===== src/rtl/pipeline_check_pkg.sv =====
// Shared types and limits for the pipeline_check elastic pipeline.
package pipeline_check_pkg;

    localparam int DATA_W_DEFAULT = 32;
    localparam int MAX_DEPTH      = 8;

    typedef logic [DATA_W_DEFAULT-1:0] word_t;

    typedef struct packed {
        logic  valid;
        word_t data;
    } slot_t;

    // Legal stage counts are 1..MAX_DEPTH.
    function automatic logic depth_ok(input int depth);
        return (depth >= 1) && (depth <= MAX_DEPTH);
    endfunction

endpackage


===== src/rtl/pipeline_check_stage.sv =====
// One full-throughput skid buffer: a main register plus a skid register,
// with a registered ready so out_ready never reaches in_ready combinationally.
module pipeline_check_stage
    import pipeline_check_pkg::*;
#(
    parameter int DATA_W = DATA_W_DEFAULT
) (
    input  logic              clk,
    input  logic              rst,
    input  logic              in_valid,
    output logic              in_ready,
    input  logic [DATA_W-1:0] data_in,
    output logic              out_valid,
    input  logic              out_ready,
    output logic [DATA_W-1:0] data_out
);

    logic              main_valid_q, main_valid_d;
    logic [DATA_W-1:0] main_data_q, main_data_d;
    logic              skid_valid_q, skid_valid_d;
    logic [DATA_W-1:0] skid_data_q, skid_data_d;
    logic              ready_q, ready_d;
    logic              accept_s;
    logic              drain_s;

    // Next-state for main/skid occupancy and the registered ready.
    always_comb begin
        accept_s     = in_valid && ready_q;
        drain_s      = main_valid_q && out_ready;
        main_valid_d = main_valid_q;
        main_data_d  = main_data_q;
        skid_valid_d = skid_valid_q;
        skid_data_d  = skid_data_q;

        if (drain_s) begin
            // ready_q is low whenever skid holds a word, so no accept here.
            if (skid_valid_q) begin
                main_valid_d = 1'b1;
                main_data_d  = skid_data_q;
                skid_valid_d = 1'b0;
            end else if (accept_s) begin
                main_valid_d = 1'b1;
                main_data_d  = data_in;
            end else begin
                main_valid_d = 1'b0;
                main_data_d  = main_data_q;
            end
        end else if (accept_s) begin
            if (!main_valid_q) begin
                main_valid_d = 1'b1;
                main_data_d  = data_in;
            end else begin
                skid_valid_d = 1'b1;
                skid_data_d  = data_in;
            end
        end else begin
            main_valid_d = main_valid_q;
            skid_valid_d = skid_valid_q;
        end

        ready_d = !skid_valid_d;
    end

    // Stage state registers with synchronous active-low clear.
    always_ff @(posedge clk) begin
        if (!rst) begin
            main_valid_q <= 1'b0;
            main_data_q  <= {DATA_W{1'b0}};
            skid_valid_q <= 1'b0;
            skid_data_q  <= {DATA_W{1'b0}};
            ready_q      <= 1'b0;
        end else begin
            main_valid_q <= main_valid_d;
            main_data_q  <= main_data_d;
            skid_valid_q <= skid_valid_d;
            skid_data_q  <= skid_data_d;
            ready_q      <= ready_d;
        end
    end

    assign in_ready  = ready_q;
    assign out_valid = main_valid_q;
    assign data_out  = main_data_q;

endmodule


===== src/rtl/pipeline_check.sv =====
// Elastic valid/ready pipeline of DEPTH skid-buffer stages.
// Define PIPELINE_CHECK_ASSERT_EN to compile in the protocol checker.
module pipeline_check
    import pipeline_check_pkg::*;
#(
    parameter int DATA_W = DATA_W_DEFAULT,
    parameter int DEPTH  = 2
) (
    input  logic              clk,
    input  logic              rst,
    input  logic              in_valid,
    output logic              in_ready,
    input  logic [DATA_W-1:0] data_in,
    output logic              out_valid,
    input  logic              out_ready,
    output logic [DATA_W-1:0] data_out
);

    if (!depth_ok(DEPTH)) begin : g_bad_depth
        $error("pipeline_check: DEPTH must be 1..%0d", MAX_DEPTH);
    end

    logic              valid_s [DEPTH+1];
    logic              ready_s [DEPTH+1];
    logic [DATA_W-1:0] data_s  [DEPTH+1];

    assign valid_s[0]     = in_valid;
    assign data_s[0]      = data_in;
    assign ready_s[DEPTH] = out_ready;

    for (genvar k = 0; k < DEPTH; k++) begin : g_stage
        pipeline_check_stage #(.DATA_W(DATA_W)) u_stage (
            .clk      (clk),
            .rst      (rst),
            .in_valid (valid_s[k]),
            .in_ready (ready_s[k]),
            .data_in  (data_s[k]),
            .out_valid(valid_s[k+1]),
            .out_ready(ready_s[k+1]),
            .data_out (data_s[k+1])
        );
    end

    assign in_ready  = ready_s[0];
    assign out_valid = valid_s[DEPTH];
    assign data_out  = data_s[DEPTH];

`ifdef PIPELINE_CHECK_ASSERT_EN
    pipeline_check_chk #(.DATA_W(DATA_W), .DEPTH(DEPTH)) u_chk (
        .clk      (clk),
        .rst      (rst),
        .in_valid (in_valid),
        .in_ready (in_ready),
        .data_in  (data_in),
        .out_valid(out_valid),
        .out_ready(out_ready),
        .data_out (data_out)
    );
`endif

endmodule

`ifdef PIPELINE_CHECK_ASSERT_EN
// Protocol checker: output hold, reset behaviour, occupancy bound, ordering.
module pipeline_check_chk #(
    parameter int DATA_W = 32,
    parameter int DEPTH  = 2
) (
    input logic              clk,
    input logic              rst,
    input logic              in_valid,
    input logic              in_ready,
    input logic [DATA_W-1:0] data_in,
    input logic              out_valid,
    input logic              out_ready,
    input logic [DATA_W-1:0] data_out
);

    int unsigned       cycle_q;
    logic [3:0]        occ_q;
    logic [DATA_W-1:0] sb_q [$];
    logic              acc_s;
    logic              emit_s;

    assign acc_s  = in_valid && in_ready;
    assign emit_s = out_valid && out_ready;

    // Occupancy counter and in-order scoreboard.
    always_ff @(posedge clk) begin
        cycle_q <= cycle_q + 32'd1;
        if (!rst) begin
            occ_q <= 4'd0;
            sb_q.delete();
        end else begin
            occ_q <= occ_q + {3'd0, acc_s} - {3'd0, emit_s};
            if (emit_s) begin
                if (sb_q.size() == 0) begin
                    $error("cycle %0d: word emitted with none outstanding", cycle_q);
                end else begin
                    if (sb_q[0] !== data_out) begin
                        $error("cycle %0d: order error, got %h expected %h",
                               cycle_q, data_out, sb_q[0]);
                    end
                    sb_q.pop_front();
                end
            end
            if (acc_s) begin
                sb_q.push_back(data_in);
            end
        end
    end

    a_hold: assert property (@(posedge clk) disable iff (!rst)
        out_valid && !out_ready |=> out_valid && $stable(data_out))
        else $error("cycle %0d: output dropped or changed while stalled", cycle_q);

    a_rst_ready: assert property (@(posedge clk) !rst |=> !in_ready)
        else $error("cycle %0d: in_ready high after reset edge", cycle_q);

    a_occ: assert property (@(posedge clk) disable iff (!rst)
        int'(occ_q) <= 2 * DEPTH)
        else $error("cycle %0d: occupancy %0d exceeds capacity", cycle_q, occ_q);

endmodule
`endif


===== config.mk =====
export PLATFORM = sky130hd
export DESIGN_NAME = pipeline_check
export DESIGN_NICKNAME = d
export VERILOG_FILES = /design/src/rtl/pipeline_check_pkg.sv /design/src/rtl/pipeline_check_stage.sv /design/src/rtl/pipeline_check.sv
export SDC_FILE = /design/constraint.sdc
export NUM_CORES = 1
export LEC_CHECK = 0
export CORE_ASPECT_RATIO = 0.7
export CORE_MARGIN = 4
export CORE_UTILIZATION = 61
export DETAILED_ROUTE_END_ITERATION = 8
export PLACE_DENSITY = 0.85
export REMOVE_ABC_BUFFERS = 1
export SYNTH_ARGS = -nofsm -noshare
export SYNTH_HDL_FRONTEND = slang
export SYNTH_HIERARCHICAL = 1
export SYNTH_SLANG_ARGS = --single-unit

===== constraint.sdc =====
create_clock -name clk -period 1.9 [get_ports clk]
set_input_delay 0.38 -clock clk [delete_from_list [all_inputs] [get_ports clk]]
set_output_delay 0.38 -clock clk [all_outputs]
set_load 0.05 [all_outputs]

# Word level (Yosys, flattened, before mapping)
# Cells that the tools add are included.
# classes
n_eq_ne	2
n_mux	24
n_bitwise	2
reduce_logical	13
# op_table
op	n
two-way mux 32 bit	10
two-way mux 1 bit	14
AND reduction 3 bit	4
nonzero test 2 bit	4
!= test 2 bit (second input constant)	2
logical AND 1 bit	3
logical NOT 1 bit	2
NOT 1 bit	2
# word_totals
ff_bits	134
input_bits	36
output_inout_bits	34
wordCells	51

# Logic depth before layout (Yosys ltp)
# Gate-level depths: netlist of run 1.
# logic_depth
ltp_word	4
ltp_mapped	5
mapped_depth_nobuf	3

# By module
# The synthesis of run 1 kept the hierarchy.
# by_module_without_submodules
module	n_inst	cells_each	area_each_um2	seq_area_each_um2
pipeline_check_stage	2	406	3225.6	1341.3

# Worst setup path before layout of run 1
# OpenSTA, ideal clock, no wires.
# synth_path
path_type	reg2reg
start	register g_stage[0].u_stage.ready_q
end	register g_stage[0].u_stage.skid_data_q[21]
t_arrival_ns	1.410
required_time_ns	1.770
path_slack_ns	0.360
stages_incl_launch_ff	5
n_path_buf	1
period_less_slack_ns	1.540
path_cell_list	dfxtp_1 > nand4b_2 > clkbuf_1 > nand3_1 > o21ai_0
# synth_between
elab_chain_cells	2
# synth_rtl
element	line	text
from (decl)	pipeline_check_stage.sv:22	logic ready_q, ready_d;
from (signal assigned)	pipeline_check_stage.sv:77	ready_q <= ready_d;
logical AND 1 bit	pipeline_check_stage.sv:28	accept_s = in_valid && ready_q;
AND reduction 3 bit (no line)	n/a	
to (signal assigned)	pipeline_check_stage.sv:70	skid_data_q <= {DATA_W{1'b0}};
to (signal assigned)	pipeline_check_stage.sv:76	skid_data_q <= skid_data_d;
to (decl)	pipeline_check_stage.sv:21	logic [DATA_W-1:0] skid_data_q, skid_data_d;
# No other way between the ends.
# A chain may end at the register's enable or synchronous reset.

# Worst setup path in the final report of run 1
# layout_path
start	register g_stage[1].u_stage.main_valid_q
end	output out_valid
# layout_lines
element	line	text
from (decl)	pipeline_check_stage.sv:18	logic main_valid_q, main_valid_d;
from (signal assigned)	pipeline_check_stage.sv:73	main_valid_q <= main_valid_d;
to (decl)	pipeline_check.sv:14	output logic out_valid,
# No word-level cell between the ends.

==> results of run 1 <==
[power groups by stage]
stage | Sequential, W | Clock (W) | Combinational [W]
floorplan | 0.00317 | 0 | 0.000321
global placement | 0.00306 | 0 | 0.000764
detailed placement | 0.00306 | 0 | 0.000797
CTS | 0.00301 | 0.00355 | 0.000810
global route | 0.00302 | 0.00369 | 0.000879
finish | 0.00301 | 0.00354 | 0.000822
[layout by cell type (no fill, tap or decap), types with 3 or more instances in the layout]
master / instances
buf_12: 7
buf_4: 63
nand2_1: 68
clkdlybuf4s50_1: 34
clkbuf_16: 17
a211oi_2: 60
a211oi_1: 4
nor2_1: 64
bufinv_16: 5
nand3_1: 64
o21ai_1: 30
dfxtp_1: 134
and2_1: 66
clkinv_4: 3
clkinv_2: 5
o21ai_0: 228
[worst register-to-register path, stage by stage, from the launching register on]
cell and delay, ns:
dfxtp_1 0.67, a22o_4 0.50, nor2_1 0.16, a211oi_2 0.19
[layer usage]
| layer | part of all wire (%) | global-route usage (%) | vias to the layer above |
|---|---|---|---|
| met1 | 40 | 39.8 | 3020 |
| met3 | 9.7 | 6.19 | 62 |
| met5 | 0 | 0 | - |
| met4 | 2.3 | 12.5 | 0 |
| li1 | - | - | 2941 |
| met2 | 48 | 52.4 | 373 |
[final cells by class]
class / instances / area share [%]
timing repair buffer: 104 / 12.1
clock buffer: 17 / 5.40
tap: 132 / 2.10
inverter: 2 / 0.0954
multi-input combinational: 598 / 43.6
sequential: 134 / 34.1
clock inverter: 14 / 2.65
[state kept, by name (all words and copies together), names as in the netlist]
| register | cells |
|---|---|
| g_stage.u_stage/out_valid | 2 |
| g_stage.u_stage/data_out | 64 |
| g_stage.u_stage/in_ready | 2 |
| g_stage.u_stage/skid_data_q | 64 |
| g_stage.u_stage/skid_valid_q | 2 |
[kinds of logic (layout without fill, tap and decap cells)]
family / Yosys count / count (layout) / share of synthesized area, %
buffers and inverters: 80 / 137 / 5.28
and+or+nand+nor: 268 / 268 / 19.9
DFF: 134 / 134 / 41.6
AOI/OAI and AO/OA: 330 / 330 / 33.2
[metrics by stage]
step | util (%) | setup TNS (ns)
floorplan | - | -46.00
global placement | 70.1 | 0
detailed placement | 70.1 | 0
CTS | 76.3 | 0
global route | 76.3 | 0
finish | 76.3 | 0
[worst max path at each step]
| stage | from | endpoint | cells after the start |
|---|---|---|---|
| after floorplan | g_stage[1].u_stage/out_valid$_SDFFE_PN0P_ | g_stage[1].u_stage/skid_data_q[10]$_SDFFE_PN0P_ | 3 |
| after global placement | out_ready | g_stage[1].u_stage/data_out[28]$_SDFFE_PN0P_ | 5 |
| after detailed placement | out_ready | g_stage[1].u_stage/data_out[31]$_SDFFE_PN0P_ | 5 |
| after CTS | g_stage[1].u_stage/out_valid$_SDFFE_PN0P_ | out_valid | 2 |
| after global routing | g_stage[0].u_stage/out_valid$_SDFFE_PN0P_ | g_stage[1].u_stage/data_out[18]$_SDFFE_PN0P_ | 4 |
| final | g_stage[1].u_stage/out_valid$_SDFFE_PN0P_ | out_valid | 2 |
==> run_results.csv, run 1 <==
group,metric,value,unit
outcome,status,"completed",
global_routing,antenna_found_initial,0,
worst_setup_path,path_cells,"buf_4, buf_12",
worst_hold_path,hold_path_startpoint,"rst",
global_routing,grt_max_degree,65,
floorplan,die_w,131,um
cts,clk_pin_slew,0.06,ns
cts,cts-root-buf,"clkbuf_16",
sta,layout_min_cycle_time,1.65,ns
logic_synthesis,syn_area_per_cell,7.94,um2
pwr,internal-power,0.00551,W
cts,post_cts_buffers,0,
cts,htreeDepth,4,
logic_synthesis,yosys_warnings,6,
floorplan,core_area,0.0103,mm2
sta,finClkSkew,0.0110,ns
place,place_ws,0.147,ns
run,drv_cap,0,
worst_setup_path,crit_path_end_kind,"output port",
pwr,comb_power_share,11.1,%
global_routing,grt_usage,31.4,%
worst_setup_path,cp.arrival,1.27,ns
worst_setup_path,r2r_slack,0.30,ns
sta,min_period_over_period,86.9,%
sta,worst_slack,0.248,ns
worst_setup_path,required,1.52,ns
logic_synthesis,synthesis.instances,812,
worst_setup_path,reg2reg_depth,3,
logic_synthesis,ys_seq_area_share,41.6,%
global_routing,overflow,0,
floorplan,ioPinCount,70,
cells_and_area,final_net_count,893,
global_routing,grt_pass1_wl,30500,um
drt,post_drt_wl_per_cell,19.0,um
sta,hold_viol,0,
floorplan,rows,31,
global_routing,first_global_vias,6346,
pwr,power.leakage,2.83,nW
worst_setup_path,worstPathMaxFanout,22,
place,gp_congestion,0.811,
cts,clkLatencyLatePin,0.41,ns
sta,max_freq,606,MHz
cells_and_area,seqCellArea,0.00268,mm2
floorplan,initial_utilization,62.5,%
cells_and_area,drive_gt1_share,19.0,%
sta,worstMarginPinSlew,0.564,ns
logic_synthesis,ys_seq_elements,134,
cells_and_area,multi_input_area,0.00343,mm2
worst_setup_path,critical-path-top-delay-family,"buffers and inverters",
sta,setup_viol,0,
place,place_hpwl,11600,um
place,dp.cells,970,
pwr,cellPowerDensity,937,mW/mm2
drt,vias_per_cell,6.39,
pwr,power_switching_share,25.2,%
logic_synthesis,synth_cell_types,21,
logic_synthesis,async_reset_ff_share,0,%
logic_synthesis,yosysMostFrequentCell,"o21ai_0",
sta,rsz0062_at_grt,"false",
logic_synthesis,netlist_area,0.00645,mm2
floorplan,die_h,94.0,um
floorplan,die-area,0.0123,mm2
pwr,finalPower,0.00737,W
logic_synthesis,synth_top_area_share,41.6,%
drt,drtAntennaViolNets,0,
cts,clock-sinks,134,
cts,clockBufferDepth,2,
place,io_buffers,69,
drt,drc_errors,0,
drt,vias,6396,
worst_setup_path,crit_path_max_incr_delay,0.37,ns
cts,cts_resized,0,
worst_hold_path,worstHoldEndpoint,"g_stage[0].u_stage/skid_data_q[6]$_SDFFE_PN0P_",
cts,ctsHoldBuffers,0,
pwr,p_switching,0.00186,W
worst_hold_path,hold_class,"in -> reg",
logic_synthesis,yosysTopAreaCell,"dfxtp_1",
sta,hold_ws,0.349,ns
worst_setup_path,slowest_stage,"dfxtp_1",
logic_synthesis,synth_common_cells,"228 x o21ai_0, 134 x dfxtp_1, 68 x nand2_1",
pwr,pwr-share-clk,48.0,%
drt,drt_pass1_iterations,6,
cells_and_area,stdcell_area,0.00787,mm2
worst_setup_path,r2r_start,"g_stage[0].u_stage/out_valid$_SDFFE_PN0P_",
cells_and_area,antennaDiodeCount,0,
pwr,peakVddDrop,800,uV
cells_and_area,num-fill-cells,690,
worst_setup_path,critPathKind,"reg -> out",
worst_setup_path,critPathBufInv,2,
worst_hold_path,holdPathStages,3,
cells_and_area,fin_cells,1001,
pwr,seqPwrFrac,40.8,%
logic_synthesis,synth-edff-count,0,
worst_setup_path,r2r-end,"g_stage[0].u_stage/data_out[30]$_SDFFE_PN0P_",
logic_synthesis,ys_top_cells_by_area,"dfxtp_1 42%, o21ai_0 18%, a211oi_2 12%",
place,post_dp_cell_area,0.00724,mm2
drt,wl,19000,um
cells_and_area,synthToLayoutAreaGrowth,22.0,%
drt,drt_iter0_markers,847,
cts,tritoncts,"built",
worst_setup_path,startpoint_type,"flop",
logic_synthesis,ys_dominant_reg_cell,"dfxtp_1",
cts,numCtsBuffers,17,
sta,slew_headroom,62.4,%
sta,maxSlewViolCount,0,
(Power assumes the default switching activity.)
==> inputs of run 2 (changes only) <==
- CAP_MARGIN: unset -> 10
==> results of run 2 <==
No change in the layout: final DEF, timing and power equal those of run 1.
==> inputs of run 3 (changes only) <==
- SKIP_CTS_REPAIR_TIMING: unset -> 1
==> results of run 3 <==
No change in the layout: final DEF, timing and power equal those of run 1.
